### config.mk
export PLATFORM = sky130hd
export DESIGN_NAME = fetch_unit
export DESIGN_NICKNAME = d
export VERILOG_FILES = /design/src/rtl/fetch_pkg.sv /design/src/rtl/sync_fifo.sv /design/src/rtl/fetch_unit.sv
export SDC_FILE = /design/constraint.sdc
export NUM_CORES = 1
export LEC_CHECK = 0
export CAP_MARGIN = 20
export CORE_ASPECT_RATIO = 1.4
export CORE_UTILIZATION = 50
export DETAILED_ROUTE_END_ITERATION = 8
export GPL_ROUTABILITY_DRIVEN = 0
export PLACE_DENSITY_LB_ADDON = 0.15
export SLEW_MARGIN = 20
export SYNTH_ARGS = -nofsm -noshare
export SYNTH_HDL_FRONTEND = slang
export SYNTH_SLANG_ARGS = --single-unit
export TNS_END_PERCENT = 5
### constraint.sdc
create_clock -name clk_i -period 3.6 [get_ports clk_i]
set_input_delay 0.72 -clock clk_i [delete_from_list [all_inputs] [get_ports clk_i]]
set_output_delay 0.72 -clock clk_i [all_outputs]
set_load 0.05 [all_outputs]
### src/rtl/fetch_pkg.sv
// Shared fetch-stage types and constants.
// Imported by the fetch unit and its buffer.
package fetch_pkg;

    localparam int XLEN = 32;

    // Every instruction is one 32-bit word.
    localparam int INSTR_BYTES = 4;

    localparam logic [XLEN-1:0] DEFAULT_RESET_VECTOR = 32'h0000_0000;

    // One buffered fetch: where it came from and what came back.
    typedef struct packed {
        logic [XLEN-1:0] pc;
        logic [XLEN-1:0] instr;
    } fetch_entry_t;

endpackage

### src/rtl/sync_fifo.sv
// Single-clock circular buffer with push/pop/flush.
// Push and pop in the same cycle leave the level unchanged.
module sync_fifo #(
    parameter int WIDTH = 64,
    parameter int DEPTH = 4,
    localparam int AW = $clog2(DEPTH),
    localparam int LW = $clog2(DEPTH + 1)
) (
    input  logic             clk,
    input  logic             rst,
    input  logic             flush,
    input  logic             push,
    input  logic [WIDTH-1:0] push_data,
    input  logic             pop,
    output logic [WIDTH-1:0] head_data,
    output logic [LW-1:0]    level,
    output logic             full,
    output logic             empty
);

    logic [WIDTH-1:0] mem [DEPTH];
    logic [AW-1:0]    wr_ptr;
    logic [AW-1:0]    rd_ptr;
    logic [LW-1:0]    count;

    assign level     = count;
    assign full      = (count == LW'(DEPTH));
    assign empty     = (count == '0);
    assign head_data = mem[rd_ptr];

    // Pointer and occupancy bookkeeping; flush behaves like reset.
    always_ff @(posedge clk) begin
        if (rst || flush) begin
            wr_ptr <= '0;
            rd_ptr <= '0;
            count  <= '0;
        end else begin
            if (push) begin
                wr_ptr <= wr_ptr + AW'(1);
            end
            if (pop) begin
                rd_ptr <= rd_ptr + AW'(1);
            end
            case ({push, pop})
                2'b10:   count <= count + LW'(1);
                2'b01:   count <= count - LW'(1);
                default: count <= count;
            endcase
        end
    end

    // Storage array; contents need no reset since count guards reads.
    always_ff @(posedge clk) begin
        if (push && !flush && !rst) begin
            mem[wr_ptr] <= push_data;
        end
    end

endmodule

### src/rtl/fetch_unit.sv
// Instruction fetch: PC generation, one-deep in-flight tracking
// and credit-based flow control into a small fetch buffer.
module fetch_unit
    import fetch_pkg::*;
#(
    parameter int DATA_WIDTH = XLEN,
    parameter int FIFO_DEPTH = 4,
    parameter logic [DATA_WIDTH-1:0] RESET_VECTOR =
        DATA_WIDTH'(DEFAULT_RESET_VECTOR),
    localparam int LW = $clog2(FIFO_DEPTH + 1)
) (
    input  logic                  clk_i,
    input  logic                  rst_i,
    input  logic                  redirect_i,
    input  logic [DATA_WIDTH-1:0] redirect_pc_i,
    output logic                  imem_req_o,
    output logic [DATA_WIDTH-1:0] imem_addr_o,
    input  logic [DATA_WIDTH-1:0] imem_rdata_i,
    output logic                  instr_valid_o,
    input  logic                  instr_ready_i,
    output logic [DATA_WIDTH-1:0] instr_o,
    output logic [DATA_WIDTH-1:0] instr_pc_o,
    output logic [DATA_WIDTH-1:0] instr_pc_plus4_o,
    output logic [LW-1:0]         level_o
);

    localparam int EW = 2 * DATA_WIDTH;
    localparam logic [DATA_WIDTH-1:0] STEP = DATA_WIDTH'(INSTR_BYTES);

    logic [DATA_WIDTH-1:0] fetch_pc;
    logic [DATA_WIDTH-1:0] inflight_pc;
    logic                  inflight;

    logic [LW:0]           occupancy;
    logic                  credit_ok;
    logic                  req;
    logic                  push;
    logic                  pop;

    logic [LW-1:0]         fifo_level;
    logic                  fifo_full;
    logic                  fifo_empty;
    logic [EW-1:0]         push_entry;
    logic [EW-1:0]         head_entry;

    logic [1:0]            redirect_pc_unused;

    // Redirect targets are forced to word alignment, so the low bits drop.
    assign redirect_pc_unused = redirect_pc_i[1:0];

    // Entries already buffered plus the one still coming back from memory
    // must never exceed the buffer size, so a response always has a slot.
    assign occupancy = {1'b0, fifo_level} + (LW + 1)'(inflight);
    assign credit_ok = occupancy < (LW + 1)'(FIFO_DEPTH);

    assign req  = credit_ok & ~redirect_i & ~rst_i;
    assign push = inflight & ~redirect_i & ~rst_i;
    assign pop  = instr_valid_o & instr_ready_i;

    assign push_entry = {inflight_pc, imem_rdata_i};

    assign imem_req_o  = req;
    assign imem_addr_o = rst_i ? RESET_VECTOR : fetch_pc;

    assign instr_valid_o    = ~fifo_empty & ~redirect_i & ~rst_i;
    assign instr_pc_o       = head_entry[EW-1:DATA_WIDTH];
    assign instr_o          = head_entry[DATA_WIDTH-1:0];
    assign instr_pc_plus4_o = instr_pc_o + STEP;
    assign level_o          = rst_i ? '0 : fifo_level;

    // Fetch PC and in-flight tracking; reset beats redirect beats fetch.
    always_ff @(posedge clk_i) begin
        if (rst_i) begin
            fetch_pc    <= RESET_VECTOR;
            inflight    <= 1'b0;
            inflight_pc <= RESET_VECTOR;
        end else if (redirect_i) begin
            fetch_pc    <= {redirect_pc_i[DATA_WIDTH-1:2], 2'b00};
            inflight    <= 1'b0;
        end else begin
            inflight <= req;
            if (req) begin
                fetch_pc    <= fetch_pc + STEP;
                inflight_pc <= fetch_pc;
            end
        end
    end

    sync_fifo #(
        .WIDTH (EW),
        .DEPTH (FIFO_DEPTH)
    ) u_buf (
        .clk       (clk_i),
        .rst       (rst_i),
        .flush     (redirect_i),
        .push      (push),
        .push_data (push_entry),
        .pop       (pop),
        .head_data (head_entry),
        .level     (fifo_level),
        .full      (fifo_full),
        .empty     (fifo_empty)
    );

    // A push into a full buffer without a matching pop means the
    // credit accounting above is broken.
    a_no_overflow : assert property (
        @(posedge clk_i) disable iff (rst_i)
        !(push && fifo_full && !pop)
    );

endmodule

* Yosys cells after proc, flatten, opt, wreduce, memory -nomap -nowiden
Memory sizes are Yosys's and may differ from the RTL's. A register that Yosys moved wholly into a read port is not among the register bits. Index checks and enable logic that the tools add are counted.
Cells by class: $add $sub $neg 7, magnitude comparators 1, eq/ne operators 2, multiplexer cells 9, bitwise operators 10, reduce and logical (&&, ||, !) cells 10
Operators by type and width (number):
- $mux W32 | 3
- $add A32 B3 Y32 const B | 2
- $and A1 B1 Y1 | 7
- $pmux W3 S2 | 1
- $add A2 B1 Y2 const B | 2
- $add A3 B1 Y4 | 1
- $lt A4 B3 Y1 const B | 1
- $mux W2 | 2
- $reduce_bool A2 Y1 | 2
- $add A3 B1 Y3 const B | 1
- $logic_not A3 Y1 | 1
- $mux W3 | 1
- $not A1 Y1 | 3
- $sub A3 B1 Y3 const B | 1
- $eq A2 B1 Y1 const B | 1
- $eq A2 B2 Y1 const B | 1
- $logic_and A1 B1 Y1 | 2
- $logic_not A1 Y1 | 2
- $mux W1 | 2
- $reduce_and A2 Y1 | 1
- $reduce_or A2 Y1 | 1
- $logic_or A1 B1 Y1 | 1
Storage, ports and cells: flip-flop bits (word level) 72, RAM bits 256, bits of input ports 68, output and inout bits 133, logic and storage cells 47, memories kept 1
Memories:
- u_buf.mem | depth 4, bits a word 64, rd ports 1, clocked after Yosys merged registers in 1, write ports 1, RTL line sync_fifo.sv:21 | logic [WIDTH-1:0] mem [DEPTH];

* Depth between registers and ports, before layout
word-level depth 7, depth in mapped cells 10, depth with buffers taken out 8

* By module
From an unflattened synthesis, not the netlist that was laid out.
Second synthesis, totals: cells, all modules 882, area total of the unflattened synthesis 13440.4 um2
Modules (own cells, without submodules):
- sync_fifo | times used 1, cells each 383, area an instance 9754.4 um2, seq. area each 7867.5 um2
- fetch_unit | times used 1, cells each 499, area an instance 3686.0 um2, seq. area each 1221.2 um2

* Least setup slack after synthesis
No wires, ideal clock.
path kind reg-to-output, start reg (tool-made name), end out instr_pc_plus4_o[14], arrival time 2935 ps, data required time 2880 ps, slack -55 ps, cell stages (with the launch flop) 11, path buffers 3, path through dfxtp_1 > buf_6 > buf_12 > mux4_2 > ha_1 > nand2_1 > o22ai_1 > nand4_1 > buf_2 > nor3_1 > xor2_1
RTL lines:
- end, declared | RTL line fetch_unit.sv:23 | output logic [DATA_WIDTH-1:0] instr_pc_plus4_o,

==> impl_metrics.ini <==
[placed_design]
portBuffers = 192
placed_standard_cell_area_um2 = 15800
place_inst = 1380
post-dp-hpwl_um = 18100

[global_route]
globalRouteMet2Util_pct = 39.0
grt_first_pass_wirelength_um = 45100
global_route.usage.met3_pct = 2.86
grt_max_degree = 70
grt.total_usage_pct = 21.5
antenna_found_initial = 0
first_global_vias = 8115
gr-usage-met1_pct = 26.9
grt_remaining_overflow = 0
grt_most_used_layer = met2

[layout]
finalNetCount = 1198
antenna_cells_inserted = 0
syn_to_final_growth_pct = 32.4
layout.cell_area.non_filler_um2 = 17400
layout_common_cells = edfxtp_1, clkdlybuf4s50_1, nand2_1
fraction_of_final_layout_cells_with_drive_strength_greater_than_1_pct = 21.9
final-instance-count-excl-fill = 1464
most_common_library_cell_in_the_layout_ignoring_fill_and_taps = edfxtp_1

[power_and_ir_drop]
comb_power_share_pct = 5.5
power.ir.vdd_worst_mv = 0.386
intPower_mw = 6.04
net_switching_power_figure_mw = 1.60
part_of_the_total_power_dissipated_in_the_clock_network_pct = 41.8
leakage_nw = 6.35
power.density_cell_area_nw_per_um2 = 438
power.switching_fraction_pct = 20.9
seq_power_share_pct = 52.7

[clock_tree]
insertion_delay_ns = 0.55
clock_tree.htree_level_count = 1
cts_root_buf = clkbuf_16
clock_tree_from_tritoncts = yes
clk_transition_reported_paths_ns = 0.07
cts-root-to-sink-buffers = 3
cts_num_sinks = 318
tritoncts.num_buffers = 29

[setup_path]
reg2reg_from = inflight
timing.critical_path.cells = mux4_2, ha_4, nand2_4, o22ai_4, nand4_1, buf_6, buf_4, nor3_2, xor2_1, buf_12
reg2reg_slack_ns = 1.36
timing.critical_path.fanout_max = 8
cp.arrival_ns = 2.85
critPathLaunchType = flop
max_stage_delay_ns = 0.59
timing.critical_path.buf_inv = 3
timing.critical_path.max_delay_family = multiplexers
max_stage_delay_cell_worst_path = mux4_2
setup.worst_path.end_class = output port
worst_path_required_time_ns = 2.88
worst_setup_path_class = flop to output port
worst_r2r_endpoint = fetch_pc[28]
worst_reg2reg_path_depth = 5

[synthesis]
syn-cell-area_um2 = 13200
synthDistinctLibCells = 55
synth_enable_flop_cells = 248
post_synth.cell_area_avg_um2 = 14.8
synth_top_area_cell = edfxtp_1
synth_seq_area_share_pct = 67.2
synth.area.top_cells = edfxtp_1, dfxtp_1, mux4_2
synth.yosys.warnings = 0
synth.ff_latch_count = 318
synthesis.instances = 891
synth-main-ff-cell = edfxtp_1
yosysTopAreaCellShare_pct = 56.6
postSynth.asyncResetShare_pct = 0

[drt]
num_vias = 8173
detailedRoute.firstIterationViolations = 453
post-route-drc-count = 13
first_pass_iteration_count_of_the_detailed_router = 8
routed_via_density = 5.58
detail-route-antenna-nets = 0
route.final.wire_length_um = 29100
post_drt_wl_per_cell_um = 19.9

[floorplanning]
dieArea_um2 = 27000
boundaryPins = 201
initial_utilization_pct = 51.3
die-height_um = 194
placeable_area_um2 = 25600
die_w_um = 139
floorplan.rows = 69

[sta]
timing.final.hold_violations = 0
fin_hold_ws_ns = 0.493
maximum_clock_skew_at_final_layout_ns = 0.0256
slew-limit-headroom_pct = 44.0
rsz0062_at_grt = yes
worst_slew_pin_slew_ns = 0.833
final-setup-viol-count = 0
final_max_slew_viol_count = 0
post-route-min-period_ns = 3.57
final.period_utilization_pct = 99.2
fmax_ghz = 0.280

[status]
status = finished, violations left
violations = design-rule violations

[hold_path]
hp-start = inflight_pc[11]
min-delay-path-class = flop to flop
min_delay_path_depth = 2
hold_path_end = inflight_pc[11]

[job]
maxCapViolations = 0
state kept, by name (all words and copies together), names as in the netlist, named ones only:
name,flops
inflight_pc,30
u_buf.level,3
u_buf.mem,248
u_buf.wr_ptr,2
inflight,1
fetch_pc,30
u_buf.rd_ptr,2
final cells by class:
type	count	area (µm²)
Clock buffer	33	761
Clock inverter	21	249
Timing Repair Buffer	253	2940
Multi-Input combinational cell	499	4140
Tap cell	319	399
Sequential cell	318	8860
Inverter	21	78.8
Fill cell	1781	8220
synth_stat cells, types with 6 or more instances:
master and count:
nor2b_1 27, nand2_1 106, xnor2_1 9, o21ai_0 22, nand4_1 12, ha_1 7
a21oi_1 49, nor2_1 36, nand3_1 18, buf_4 9, a31oi_1 24, inv_1 20
clkbuf_1 26, mux4_2 61, nor4_2 6, buf_2 18, edfxtp_1 248, and3_1 13
nor3_1 19, xor2_1 25, dfxtp_1 70
power groups by stage:
| stage | Clock, mW | Combinational [mW] | Sequential, mW |
|---|---|---|---|
| after detailed placement | 0 | 0.411 | 4.11 |
| final | 3.19 | 0.417 | 4.03 |
| after global placement | 0 | 0.408 | 4.10 |
| after global routing | 3.39 | 0.443 | 4.03 |
| after CTS | 3.26 | 0.416 | 4.02 |
| after floorplan | 0 | 0.242 | 4.09 |
metrics by stage:
stage / setup WS, ns / power (mW) / utilization, % / TNS (ns)
3_3_place_gp: 0.163 / 4.51 / 61.5 / 0
5_1_grt: -0.0636 / 7.87 / 67.9 / -0.758
6_report: 0.0298 / 7.64 / 67.9 / 0
3_5_place_dp: 0.139 / 4.52 / 61.5 / 0
2_1_floorplan: -0.0550 / 4.33 / - / -0.438
4_1_cts: -0.0470 / 7.70 / 66.7 / -0.243
routing by layer:
layer	up-vias	routed length (µm)
met5	-	0
met4	0	626
met3	38	1510
met2	275	15400
met1	4018	11600
li1	3842	-
timing repair:
| action | 4_1_cts | 5_1_grt |
|---|---|---|
| pin swaps | 11 | 12 |
| setup buffers | 20 | 7 |
| cloned | 2 | 1 |
| hold buffers | 0 | 0 |
| gates resized for setup | 22 | 62 |
| setup endpoints to repair | 61 | 56 |
worst min-delay path, cell delays in order, from the launching register on:
cell and delay, ns:
dfxtp_1 0.33, nand2_1 0.06, a21oi_1 0.05
worst max path at each step:
stage,from,endpoint,slack [ns],depth (start not counted)
3_3_place_gp,flop,instr_pc_plus4_o[28],0.16,9
4_1_cts,flop,instr_pc_plus4_o[18],-0.05,10
3_5_place_dp,flop,instr_pc_plus4_o[18],0.14,9
5_1_grt,flop,instr_pc_plus4_o[25],-0.06,8
6_report,flop,instr_pc_plus4_o[22],0.03,10
2_1_floorplan,flop,instr_pc_plus4_o[16],-0.06,10
cell families after synthesis:
family                   share of synthesized area [%]
AO/OA/AOI/OAI                                     4.75
buffers and inverters                             3.00
multiplexers                                      11.2
flip-flops                                        67.2
XOR/XNOR                                          2.26
adder cells (fa/ha/maj)                          0.818
other                                           0.0285
AND/OR/NAND/NOR                                   10.7
Power figures use the tool's default switching activity.
